**config.mk**
```make
export PLATFORM = sky130hd
export DESIGN_NAME = alu_seq_core
export DESIGN_NICKNAME = d
export VERILOG_FILES = /design/src/rtl/alu_seq_core.sv
export SDC_FILE = /design/constraint.sdc
export NUM_CORES = 1
export LEC_CHECK = 0
export ABC_AREA = 1
export CAP_MARGIN = 20
export CORE_MARGIN = 4
export CORE_UTILIZATION = 39
export CTS_CLUSTER_SIZE = 14
export DETAILED_ROUTE_END_ITERATION = 16
export SKIP_LAST_GASP = 1
export SLEW_MARGIN = 25
export SYNTH_ARGS = -nofsm -noshare
export SYNTH_HDL_FRONTEND = slang
export SYNTH_SLANG_ARGS = --single-unit
```
**constraint.sdc**
```tcl
create_clock -name clk -period 5.85 [get_ports clk]
set_input_delay 0.585 -clock clk [delete_from_list [all_inputs] [get_ports clk]]
set_output_delay 0.585 -clock clk [all_outputs]
set_load 0.02 [all_outputs]
```
**src/rtl/alu_seq_core.sv**
```systemverilog
// alu_seq_core: sequential unsigned ALU with two operand registers.
//   ADD/SUB complete at the start edge; MUL (shift-add) and DIV (restoring)
//   iterate once per edge for WIDTH edges. start/busy/done handshake.
// Ports:
//   clk, rst_n      clock, async active-low reset
//   in_a, in_b      operand data, captured by load_a/load_b while idle
//   op              00 ADD, 01 SUB, 10 MUL, 11 DIV (sampled with start)
//   start           begin an operation (only accepted while idle)
//   busy            high from the accepting edge until the done cycle ends
//   done            one-cycle pulse, result/flag just written
//   result, flag    registered outputs, held until the next completion
module alu_seq_core #(
  parameter int WIDTH = 8
) (
  input  logic               clk,
  input  logic               rst_n,
  input  logic [WIDTH-1:0]   in_a,
  input  logic [WIDTH-1:0]   in_b,
  input  logic               load_a,
  input  logic               load_b,
  input  logic [1:0]         op,
  input  logic               start,
  output logic               busy,
  output logic               done,
  output logic [2*WIDTH-1:0] result,
  output logic               flag
);
  localparam int CW = $clog2(WIDTH);
  localparam logic [1:0] OP_ADD = 2'b00, OP_SUB = 2'b01, OP_MUL = 2'b10, OP_DIV = 2'b11;

  typedef enum logic [1:0] {IDLE, RUN, DONE} state_t;
  state_t state, state_nxt;

  logic [WIDTH-1:0] reg_a, reg_b;
  // Shared work registers: hi = accumulator / partial remainder,
  // lo = multiplier / dividend-becoming-quotient, mdr = multiplicand / divisor.
  logic [WIDTH-1:0] hi, lo, mdr;
  logic             is_div;
  logic [CW-1:0]    cnt;

  logic [WIDTH:0]   add_sum, sub_diff;
  logic [WIDTH:0]   mul_sum, div_shift, div_diff;
  logic             div_ge;
  logic [WIDTH-1:0] hi_nxt, lo_nxt;
  logic             multicycle;

  assign add_sum  = {1'b0, reg_a} + {1'b0, reg_b};
  assign sub_diff = {1'b0, reg_a} - {1'b0, reg_b};  // bit WIDTH is the borrow

  // One multiply step: conditionally add, then shift {carry,hi,lo} right.
  assign mul_sum   = {1'b0, hi} + (lo[0] ? {1'b0, mdr} : '0);
  // One divide step: shift next dividend bit into the remainder, trial-subtract.
  assign div_shift = {hi, lo[WIDTH-1]};
  assign div_diff  = div_shift - {1'b0, mdr};
  assign div_ge    = (div_shift >= {1'b0, mdr});

  always_comb begin
    hi_nxt = mul_sum[WIDTH:1];
    lo_nxt = {mul_sum[0], lo[WIDTH-1:1]};
    if (is_div) begin
      hi_nxt = div_ge ? div_diff[WIDTH-1:0] : div_shift[WIDTH-1:0];
      lo_nxt = {lo[WIDTH-2:0], div_ge};
    end
  end

  assign multicycle = (op == OP_MUL) || ((op == OP_DIV) && (reg_b != '0));

  always_ff @(posedge clk or negedge rst_n) begin
    if (!rst_n) state <= IDLE;
    else        state <= state_nxt;
  end

  always_comb begin
    state_nxt = state;
    case (state)
      IDLE: if (start) state_nxt = multicycle ? RUN : DONE;
      RUN:  if (cnt == '0) state_nxt = DONE;
      DONE: state_nxt = IDLE;
      default: state_nxt = IDLE;
    endcase
  end

  assign busy = (state != IDLE);
  assign done = (state == DONE);

  always_ff @(posedge clk or negedge rst_n) begin
    if (!rst_n) begin
      reg_a  <= '0;
      reg_b  <= '0;
      hi     <= '0;
      lo     <= '0;
      mdr    <= '0;
      is_div <= 1'b0;
      cnt    <= '0;
      result <= '0;
      flag   <= 1'b0;
    end else begin
      case (state)
        IDLE: begin
          // Operation below reads the pre-edge reg_a/reg_b, so a same-cycle
          // load only affects later operations.
          if (load_a) reg_a <= in_a;
          if (load_b) reg_b <= in_b;
          if (start) begin
            case (op)
              OP_ADD: begin
                result <= {{(WIDTH-1){1'b0}}, add_sum};
                flag   <= add_sum[WIDTH];
              end
              OP_SUB: begin
                result <= {{WIDTH{1'b0}}, sub_diff[WIDTH-1:0]};
                flag   <= sub_diff[WIDTH];
              end
              OP_MUL: begin
                hi     <= '0;
                lo     <= reg_b;
                mdr    <= reg_a;
                is_div <= 1'b0;
                cnt    <= CW'(WIDTH-1);
              end
              default: begin
                if (reg_b == '0) begin
                  result <= {reg_a, {WIDTH{1'b1}}};
                  flag   <= 1'b1;
                end else begin
                  hi     <= '0;
                  lo     <= reg_a;
                  mdr    <= reg_b;
                  is_div <= 1'b1;
                  cnt    <= CW'(WIDTH-1);
                end
              end
            endcase
          end
        end
        RUN: begin
          hi  <= hi_nxt;
          lo  <= lo_nxt;
          cnt <= cnt - 1'b1;
          if (cnt == '0) begin
            result <= {hi_nxt, lo_nxt};
            flag   <= is_div ? 1'b0 : (hi_nxt != '0);
          end
        end
        default: ;
      endcase
    end
  end
endmodule
```
**Yosys cells after proc, flatten, opt, wreduce, memory -nomap -nowiden**

Cells that the tools add are included.

- Memory bits (read-only): 0
- Output and inout port bits: 19
- Bits in registers: 63
- Latch bits: 0
- Memories: 0
- Bits of input ports: 23
- RAM bits: 0
- Logic and storage cells: 81

- Multiplexer cells: 35
- Magnitude comparators: 1
- Equality and inequality tests: 12
- Reduce and logical (&&, ||, !) cells: 17
- Bitwise logic cells: 1
- $add $sub $neg: 5
- Shift-type cells: 0
- Divide/modulo/power cells: 0
- Multipliers: 0

Operators by type and width:

| kind | count |
|---|---|
| case mux 8 bit (2 select lines) | 5 |
| 2-to-1 mux 8 bit | 9 |
| 2-to-1 mux 16 bit | 3 |
| case mux 16 bit (3 select lines) | 1 |
| case mux 16 bit (2 select lines) | 1 |
| adder 8 x 8 -> 9 bit | 2 |
| nonzero test 8 bit | 2 |
| case mux 3 bit (2 select lines) | 2 |
| inequality test 2 bit (second input constant) | 5 |
| >= comparator 9 x 8 -> 1 bit | 1 |
| subtractor 8 x 8 -> 9 bit | 1 |
| logical NOT 8 bit | 1 |
| AND reduction 4 bit | 2 |
| subtractor 8 bit | 1 |
| equality test 2 bit (second input constant) | 3 |
| 2-to-1 mux 2 bit | 3 |
| 2-to-1 mux 3 bit | 2 |
| AND reduction 2 bit | 3 |
| 2-to-1 mux 1 bit | 5 |
| AND reduction 5 bit | 1 |
| equality test 2 x 1 -> 1 bit (second input constant) | 2 |
| logical NOT 2 bit | 2 |
| inequality test 4 x 2 -> 1 bit (second input constant) | 1 |
| case mux 1 bit (2 select lines) | 2 |
| other kinds (10) | 11 |

**Logic depth before layout (Yosys ltp)**

Gate-level depths: netlist (run 1).

- Depth in word-level cells: 7
- Depth in mapped cells: 20

**Worst setup path before layout (run 1)**

Ideal clock, no wire load.

- Path type: register to register
- Start point: register lo[0]
- End point: register flag
- Slack: 3,612 ps
- Period minus slack after synthesis: 2,238 ps
- Arrival: 2,116 ps
- Required time: 5,728 ps
- Stages on the path, launching flop included: 17
- Cells stage by stage: dfrtp_1 > clkbuf_1 > nand2_1 > inv_1 > ha_1 > fa_1 > nand3_1 > nand3_1 > a21oi_1 > xor2_1 > nand2_1 > nand2_1 > nand2_1 > nor2_1 > nand2_1 > nand2_1 > a21oi_2

- Word-level cells in the longest chain between the ends: 7

Ends and longest elaborated chain:

| item | RTL line | text |
|---|---|---|
| from (decl) | 37 | `logic [WIDTH-1:0] hi, lo, mdr;` |
| from (signal assigned) | 116 | `lo <= reg_b;` |
| from (signal assigned) | 127 | `lo <= reg_a;` |
| from (signal assigned) | 138 | `lo <= lo_nxt;` |
| 2-to-1 mux 8 bit | 51 | `assign mul_sum = {1'b0, hi} + (lo[0] ? {1'b0, mdr} : '0);` |
| adder 8 x 8 -> 9 bit | 51 |  |
| 2-to-1 mux 8 bit | 60 | `if (is_div) begin` |
| nonzero test 8 bit | 142 | `flag <= is_div ? 1'b0 : (hi_nxt != '0);` |
| 2-to-1 mux 1 bit | 142 |  |
| 2-to-1 mux 1 bit | 140 | `if (cnt == '0) begin` |
| case mux 1 bit (2 select lines) | 98 | `case (state)` |
| to (signal assigned) | 108 | `flag <= add_sum[WIDTH];` |
| to (signal assigned) | 112 | `flag <= sub_diff[WIDTH];` |
| to (signal assigned) | 142 |  |
| to (decl) | 26 | `output logic flag` |

Every way passes these cells. The select of a mux whose other input is x is not followed.
A chain may end at the register's enable or synchronous reset.

**Worst setup path after layout (run 1)**

- Start point: register state[0]
- End point: register result[2]

- Word-level cells in the longest chain between the ends: 3
- Elaborated cells on any way between the ends: 9

Ends and longest elaborated chain:

| item | RTL line | text |
|---|---|---|
| from (decl) | 32 | `state_t state, state_nxt;` |
| from (signal assigned) | 70 | `else state <= state_nxt;` |
| logical NOT 2 bit or equality test 2 x 1 -> 1 bit (tied branches) | 98 |  |
| inequality test 4 x 2 -> 1 bit (no source line), or another cell as far along | - |  |
| AND reduction 5 bit (no source line) | - |  |
| to (signal assigned) | 107 | `result <= {{(WIDTH-1){1'b0}}, add_sum};` |
| to (signal assigned) | 111 | `result <= {{WIDTH{1'b0}}, sub_diff[WIDTH-1:0]};` |
| to (signal assigned) | 123 | `result <= {reg_a, {WIDTH{1'b1}}};` |
| to (decl) | 25 | `output logic [2*WIDTH-1:0] result,` |

Several ways; a longest one is shown, not always the timed one.

==> key figures, run 1 <==
Die
  – Initial Util: 40.1%
  – DIE AREA: 13,700 um2
  – Row cnt: 39
  – IO Count: 42
  – Die X: 117 um
  – Core region area: 11,500 um2
  – Die height: 117 um

Synthesis
  – Post-synth top area share: 34.1%
  – Async set or reset register ratio after synthesis: 100%
  – Main synth FF type: dfrtp_1
  – Synthesized cell area: 4620 um2
  – Top-count cell post-synth: nand2_1
  – Yosys warning count: 0
  – Number of synthesized register bits: 63
  – Synth top cells by count: 133 x nand2_1, 82 x inv_1, 69 x nor2_1
  – Area leader, netlist: dfrtp_1
  – Synth Area per Inst: 7.42 um2
  – Syn_nets: 684
  – Cells after Synth: 623
  – Cell variety after synth: 40
  – EDFF count, synth: 0
  – Sequential area share after synthesis: 34.1%
  – Largest cells by area after synthesis: dfrtp_1 34%, nand2_1 11%, ha_1 9.2%

Cells and area
  – Fill cells: 1,204
  – Nets: 716
  – Antenna Cells: 0
  – FF/Latch Area: 1580 um2
  – Multi-input logic area: 2630 um2
  – Layout cells sized above 1: 6.67%
  – Layout area overhead: 17.9%

Worst setup path
  – Kind of critical path: flip-flop to flip-flop
  – Worst Path Required: 6010 ps
  – Crit start category: flip-flop
  – Worst setup endpoint: result[2]$_DFFE_PN0P_
  – Crit end category: flip-flop
  – CP Max Fanout: 30
  – Reg2Reg Launch Point: state[0]$_DFFE_PN0P_
  – Worst flop-to-flop path endpoint: result[2]$_DFFE_PN0P_
  – Depth of the worst register-to-register path: 9
  – Crit path from: state[0]$_DFFE_PN0P_
  – Critical Path AT: 3070 ps
  – Flop2flop setup slack: 2940 ps

Placement
  – Placer congestion estimate: 0.848
  – Detailed placer's ending HPWL: 9980 um
  – PortBufs: 41

Route
  – Vias per std cell: 5.28
  – DR pass1 iterations: 7
  – Initial drt markers: 372
  – Via count: 4,237
  – DRC: 0
  – DR WL/cell: 15.8 um
  – Total routed wirelength: 12,700 um
  – Final ANT Viol Nets: 0

Global routing
  – GRT Total Usage: 19.9%
  – Largest net degree at the start of global routing: 64
  – Initial antenna violation count: 0
  – First-pass GRT wire length: 21,200 um
  – Remaining Overflow, GRT: 0
  – Number of global-route vias before repair: 4,202

Timing
  – RSZ-0062 raised after global routing: false
  – Minimum clock period after layout: 2910 ps
  – Hold Fails Final Rpt: 0
  – Fin Clk Skew: 6.36 ps
  – F_max: 343 MHz
  – Crit share post-route: 49.8%
  – Setup Viol. Count Final: 0
  – Max_slew headroom: 44.1%
  – Worst-margin pin slew: 837 ps
  – Final slew viol count: 0
  – Setup TNS: 0 ps

Hold path
  – HP Class: input port to async pin

Clocking
  – Clock sinks: 63
  – CTS tree: yes
  – Setup bufs post-CTS: 0
  – Cts bufs inserted: 9
  – Clock Pin Slew Worst Setup and Hold Paths: 60 ps
  – Root Buffer: clkbuf_16
  – H-tree levels: 3
  – CTS max path bufs: 2
  – Clk_lat worst skew: 330 ps
  – Resized cells post-CTS: 0
  – Cts hold-fix bufs: 0

Flow run
  – MaxCap Viol Count: 0

Run status
  – Status: finished clean
worst min-delay path by stage:
| stage | to | start | cells after the start |
|---|---|---|---|
| detailed placement | result[1]$_DFFE_PN0P_ | result[1]$_DFFE_PN0P_ | 2 |
| global placement | result[11]$_DFFE_PN0P_ | result[11]$_DFFE_PN0P_ | 2 |
| floorplan | cnt[0]$_DFFE_PN0P_ | rst_n | 0 |
| CTS | mdr[7]$_DFFE_PN0P_ | rst_n | 2 |
| global route | mdr[7]$_DFFE_PN0P_ | rst_n | 2 |
| finish | mdr[7]$_DFFE_PN0P_ | rst_n | 2 |
through the flow:
stage	area, um2	setup slack, ps	cells	hold slack, ps	utilization (%)
2_1_floorplan	4620	3610	623	289	-
3_3_place_gp	5110	3060	787	503	44.4
3_5_place_dp	5110	2940	787	499	44.4
4_1_cts	5450	2940	803	459	47.3
5_1_grt	5450	2520	803	496	47.3
6_report	5450	2940	803	418	47.3
critical path, cell delays in order, from the launching register on:
cell	delay (ps)
dfrtp_1	390
inv_1	50
nor2_1	560
inv_1	610
nor2_1	220
nor2_1	60
nand2_1	170
inv_1	390
nor2_1	210
a31oi_1	70
registers in the layout (all words and copies together) (netlist names):
name    cells
is_div      1
hi          8
result     16
mdr         8
flag        1
state       2
cnt         3
reg_a       8
lo          8
reg_b       8
cell type report:
type                    instances  share of cell area, %
multi-input cells             455                   48.3
inverters                      83                   5.72
clock inverters                 6                   1.70
well taps                     143                   3.28
flip-flops and latches         63                   28.9
repair buffers                 43                   7.71
clock buffers                  10                   4.38
cell families (layout without fill, tap and decap cells):
kind of cell    count (synthesis)  count (layout)  synth area share (%)
compound gates                131             131                  17.1
xor+xnor                       16              16                  3.03
fa+ha+maj                      38              38                  10.9
buf+inv                       105             142                  9.15
flops                          63              63                  34.1
simple gates                  270             270                  25.7
per-layer routing:
metal / track usage, % / up-vias / share of wire, %
met5: 0 / - / 0
li1: - / 2133 / -
met4: 8.18 / 0 / 3.2
met3: 3.08 / 26 / 5.3
met1: 29.1 / 1935 / 49
met2: 29.5 / 143 / 42
cells in the final DEF (no fill, tap or decap), types with 2 or more instances in the layout:
cell	n
clkdlybuf4s50_1	40
nand2_2	2
xor2_1	13
xnor2_1	3
nor3_1	3
clkinvlp_4	2
o211ai_1	17
o22ai_1	3
or2_2	2
buf_4	2
nor2_2	3
inv_1	82
bufinv_16	2
ha_1	34
nand4_1	5
nand2_1	133
a21oi_2	3
a21oi_1	44
clkbuf_16	9
nor4_1	2
a31oi_1	22
fa_1	4
o21ai_0	25
a22oi_1	10
o21bai_1	2
nand3_2	8
dfrtp_1	63
nand3b_1	2
nand3_1	36
nor2_1	68
Power of run 1 is left out: the tool's default activity adds up to more than one toggle a clock period on the data nets, which glitch-free logic cannot reach.
==> inputs of run 2 (changes only) <==
clock period = 3 ns   (was 5.85 ns; I/O delays follow)
==> run 2 against run 1 <==
Compared with the run above:
- die area unchanged
- first-iteration DRC count decreased by 16%
- utilization increased by 0.20 points
- count of clock-buffer cells in the layout decreased by 1
- fmax increased by 23%
- worst hold slack got worse by 340 ps
- sequential share of layout area decreased by 0.12 points
- wire length increased by 0.81%
- cell count increased by 1.0%
- non-clock buffer count increased by 8
- flip-flop and latch count unchanged
==> key figures, run 2 (same netlist as run 1, synthesis figures left out) <==
Placement
  – Placer congestion estimate: 0.904
  – PortBufs: 41
  – Placed Cells: 795
  – Detailed placer's ending HPWL: 10,100 um

Route
  – Via count: 4,211
  – Total routed wirelength: 12,800 um
  – Final ANT Viol Nets: 0
  – DR pass1 iterations: 5
  – DR WL/cell: 15.7 um
  – Initial drt markers: 312
  – Vias per std cell: 5.19
  – DRC: 0

Worst setup path
  – Worst Path Required: 3210 ps
  – Crit start category: flip-flop
  – Kind of critical path: flip-flop to flip-flop
  – Critical Path AT: 2570 ps
  – CP Max Fanout: 10
  – Crit end category: flip-flop

Global routing
  – Largest net degree at the start of global routing: 40
  – Initial antenna violation count: 0
  – GRT Total Usage: 20.1%
  – Remaining Overflow, GRT: 0
  – First-pass GRT wire length: 21,000 um
  – Number of global-route vias before repair: 4,051

Clocking
  – Clk_lat worst skew: 330 ps
  – Clock Pin Slew Worst Setup and Hold Paths: 60 ps
  – Cts hold-fix bufs: 0
  – Cts bufs inserted: 9
  – CTS max path bufs: 2
  – CTS tree: yes
  – Setup bufs post-CTS: 0
  – Root Buffer: clkbuf_16
  – Resized cells post-CTS: 0
  – H-tree levels: 3
  – Clock sinks: 63

Cells and area
  – Most common cell after layout, fill and taps aside: nand2_1
  – Antenna Cells: 0
  – Post-Layout Cell Count: 811
  – Layout area overhead: 18.4%
  – Commonest cells after routing, fill and taps aside: 133 x nand2_1, 82 x inv_1, 68 x nor2_1, 63 x dfrtp_1, 44 x a21oi_1
  – Nets: 724
  – Largest register FFs: 16
  – Most flops, register: result
  – Post-Route Utilization: 47.5%
  – Layout cells sized above 1: 7.78%

Pwr
  – LEAKAGE: 2.67 nW
  – Comb pwr share: 63.3%
  – Switching part of the total: 50.9%
  – Sequential power share: 22.9%
  – Clock power frac: 13.8%
  – Total power: 0.00762 W
  – Internal power: 0.00374 W
  – Peak VDD IR: 377 uV
  – Switching power: 0.00387 W
  – PD cells: 1390 nW/um2

Flow run
  – MaxCap Viol Count: 0

Die
  – Row cnt: 39
  – Initial Util: 40.1%
  – IO Count: 42
  – Die X: 117 um
  – Core region area: 11,500 um2
  – DIE AREA: 13,700 um2
  – Die height: 117 um

Timing
  – Setup TNS: 0 ps
  – Max_slew headroom: 40.0%
  – Final slew viol count: 0
  – Fin Clk Skew: 9.71 ps
  – Minimum clock period after layout: 2360 ps
  – Worst-margin pin slew: 900 ps
  – Hold Fails Final Rpt: 0
  – F_max: 423 MHz
  – Setup Viol. Count Final: 0
  – Crit share post-route: 78.7%
  – RSZ-0062 raised after global routing: false

Hold path
  – HP Class: input port to async pin

Run status
  – Status: finished clean
## run 2: changes by cell type in the layout (fill, tap and decap cells not counted), sizes merged
cell / delta
clkbuf: -1
inv: -1
buf: +8
clkinvlp: -1
clkinv: +4
bufinv: -1
## run 2: power by group through the flow
stage | clock network (W) | registers (W) | logic (W)
after floorplan | 0 | 0.00168 | 0.00353
after global placement | 0 | 0.00175 | 0.00474
after detailed placement | 0 | 0.00175 | 0.00478
after CTS | 0.00107 | 0.00174 | 0.00480
after global routing | 0.00112 | 0.00181 | 0.00545
final | 0.00105 | 0.00174 | 0.00482
## run 2: through the flow
| step | setup slack, ps | hold WS [ps] | area (um2) |
|---|---|---|---|
| after floorplan | 762 | 4.41 | 4620 |
| after global placement | 686 | 488 | 5170 |
| after detailed placement | 641 | 474 | 5170 |
| after CTS | 623 | 141 | 5470 |
| after global routing | 301 | 174 | 5470 |
| final | 638 | 82.6 | 5470 |
## run 2: worst max-delay path: stages (launching register included)
cell and delay (ps):
dfrtp_1 470, nand2_1 90, inv_1 40, ha_1 200, fa_1 410, nand3_1 90
nand3_1 120, a21oi_1 180, xor2_1 150, nand2_1 80, nand2_1 70, nand2_1 50
nor2_1 100, nand2_1 60, nand2_1 70, a21oi_2 50
## run 2: worst paths after layout
path	start	to	slack, ps	cells after the start
setup / recovery	lo[0]$_DFFE_PN0P_	flag$_DFFE_PN0P_	640	15
hold / removal	rst_n	hi[6]$_DFFE_PN0P_	80	1
setup reg to reg	lo[0]$_DFFE_PN0P_	flag$_DFFE_PN0P_	640	15
hold reg to reg	result[1]$_DFFE_PN0P_	result[1]$_DFFE_PN0P_	490	2
max in group asynchronous	rst_n	reg_a[1]$_DFFE_PN0P_	2170	2
min in group clk	result[1]$_DFFE_PN0P_	result[1]$_DFFE_PN0P_	490	2
## run 2: final cells by class
class | instances | area (um2)
sequential | 63 | 1580
timing repair buffer | 51 | 480
fill | 1182 | 6040
clock inverter | 7 | 73.8
clock buffer | 9 | 225
tap | 143 | 179
inverter | 83 | 312
multi-input combinational | 455 | 2630
## run 2: per-layer routing
layer	track usage, %	wire length, um	part of all wire [%]
met3	3.34	645	5.1
met1	30.0	6490	51
met2	29.0	5370	42
met4	7.49	253	2.0
met5	0	0	0
No activity file was read; power rests on OpenSTA's default activity.
==> inputs of run 3 (changes only) <==
clock period = 2 ns   (was 3 ns; I/O delays follow)
==> run 3 against run 2 <==
Compared with the run above:
- the flow now finishes with violations (setup timing)
- die area unchanged
- wire length increased by 22%
- worst hold slack improved by 320 ps
- sequential share of layout area decreased by 5.9 points
- utilization increased by 13 points
- first-iteration DRC count increased by 20%
- setup slack got worse by 890 ps
- final area increased by 26%
- critical path depth unchanged
- highest routed layer unchanged
- fmax increased by 4.7%
- clock skew increased by 1.8 ps
==> key figures, run 3 (same netlist as run 1, synthesis figures left out) <==
Die
  – DIE AREA: 13,700 um2
  – Die X: 117 um
  – Initial Util: 40.1%
  – IO Count: 42
  – Die height: 117 um
  – Core region area: 11,500 um2
  – Row cnt: 39

Run status
  – Status: complete, but fails checks
  – Failing checks: setup timing

Global routing
  – First-pass GRT wire length: 24,400 um
  – Remaining Overflow, GRT: 0
  – GRT Total Usage: 23.5%
  – Largest net degree at the start of global routing: 64
  – Number of global-route vias before repair: 4,695
  – Initial antenna violation count: 0

Cells and area
  – Most common cell after layout, fill and taps aside: buf_4
  – Layout area overhead: 49.7%
  – Largest register FFs: 16
  – Most flops, register: result
  – Design area: 6920 um2
  – Layout cells sized above 1: 33.9%
  – Antenna Cells: 0
  – Nets: 844
  – Commonest cells after routing, fill and taps aside: 118 x buf_4, 114 x nand2_1, 66 x inv_1, 62 x nor2_1, 58 x dfrtp_1

Clocking
  – CTS tree: yes
  – H-tree levels: 3
  – Root Buffer: clkbuf_16
  – Clock sinks: 63
  – Clock Pin Slew Worst Setup and Hold Paths: 60 ps
  – CTS max path bufs: 2
  – Cts bufs inserted: 9
  – Clk_lat worst skew: 350 ps

Placement
  – Placed cell area: 5990 um2
  – Detailed placer's ending HPWL: 11,600 um
  – Setup WS pre-CTS: -227 ps
  – PortBufs: 41
  – Placer congestion estimate: 0.874

Timing
  – Hold Fails Final Rpt: 0
  – Hold WS: 405 ps
  – Fin Clk Skew: 11.6 ps
  – F_max: 443 MHz
  – RSZ-0062 raised after global routing: true
  – Worst-margin pin slew: 407 ps
  – Setup TNS: -1130 ps
  – Max_slew headroom: 72.8%
  – Final slew viol count: 0
  – Worst setup margin: -257 ps
  – Setup Viol. Count Final: 8
  – Minimum clock period after layout: 2260 ps
  – Crit share post-route: 113%

Route
  – DR WL/cell: 16.7 um
  – DRC: 0
  – Final ANT Viol Nets: 0
  – Total routed wirelength: 15,600 um
  – Initial drt markers: 373
  – Vias per std cell: 5.19
  – Via count: 4,831
  – DR pass1 iterations: 5

Worst setup path
  – Kind of critical path: flip-flop to flip-flop
  – Crit-path max cell delay: 420 ps
  – Crit end category: flip-flop
  – Most used cell, CP: nand2_1
  – Crit path cell chain: nand2_1 -> inv_2 -> ha_4 -> fa_2 -> nand3_2 -> nand3_4 -> a21oi_2 -> xor2_1 -> nand2_1 -> nand2_1 -> nand2_1 -> nor2_1 -> nand2_1 -> nand2_1 -> a21oi_2
  – CP Max Fanout: 4
  – Worst Path Required: 2230 ps
  – Delay-heaviest family, CP: simple AND/OR/NAND/NOR gates
  – Critical Path AT: 2480 ps
  – Critical Path Slowest Stage Cell: dfrtp_1
  – Crit path buffers/inverters: 1
  – Crit start category: flip-flop

Hold path
  – HP Class: input port to async pin

Flow run
  – MaxCap Viol Count: 0
==> run 3: layer usage <==
metal / wire length (um) / track usage, %
met1: 7350 / 34.2
met2: 7300 / 36.5
met3: 696 / 2.88
met4: 238 / 7.57
met5: 0 / 0
==> run 3: path summary, 6_finish.rpt <==
kind / from / endpoint / slack [ps] / cells after the start
min in group clk: in_b[1] / reg_b[1]$_DFFE_PN0P_ / 420 / 3
setup / recovery: lo[0]$_DFFE_PN0P_ / flag$_DFFE_PN0P_ / -260 / 15
hold reg to reg: result[1]$_DFFE_PN0P_ / result[1]$_DFFE_PN0P_ / 490 / 2
max in group asynchronous: rst_n / reg_a[1]$_DFFE_PN0P_ / 1280 / 3
hold / removal: rst_n / hi[5]$_DFFE_PN0P_ / 410 / 3
setup reg to reg: lo[0]$_DFFE_PN0P_ / flag$_DFFE_PN0P_ / -260 / 15
==> run 3: worst reg2reg max path, cell delays in order (launching register included) <==
cell,delay (ps)
dfrtp_1,420
nand2_1,90
inv_2,40
ha_4,150
fa_2,380
nand3_2,100
nand3_4,100
a21oi_2,160
xor2_1,150
nand2_1,90
nand2_1,70
nand2_1,50
nor2_1,150
nand2_1,70
nand2_1,70
a21oi_2,50
==> run 3: timing repair <==
action / CTS / global route
gates resized for setup: 43 / 75
setup buffers: 6 / 12
endpoints found under the hold margin: 63 / 0
cloned: 0 / 1
hold buffers: 1 / 0
endpoints found under the setup margin: 23 / 40
pin swaps: 15 / 28
==> run 3: final cells by class <==
type / count / area (um2)
timing repair buffer: 170 / 1470
fill: 1057 / 4590
inverter: 83 / 318
tap: 143 / 179
clock inverter: 7 / 48.8
sequential: 63 / 1580
multi-input combinational: 456 / 3100
clock buffer: 9 / 225
==> run 3: through the flow <==
| step | std cells | util (%) |
|---|---|---|
| 2_1_floorplan | 623 | - |
| 3_3_place_gp | 895 | 52.0 |
| 3_5_place_dp | 895 | 52.0 |
| 4_1_cts | 918 | 56.5 |
| 5_1_grt | 931 | 60.1 |
| 6_report | 931 | 60.1 |
Power of run 3 is left out for the same reason.
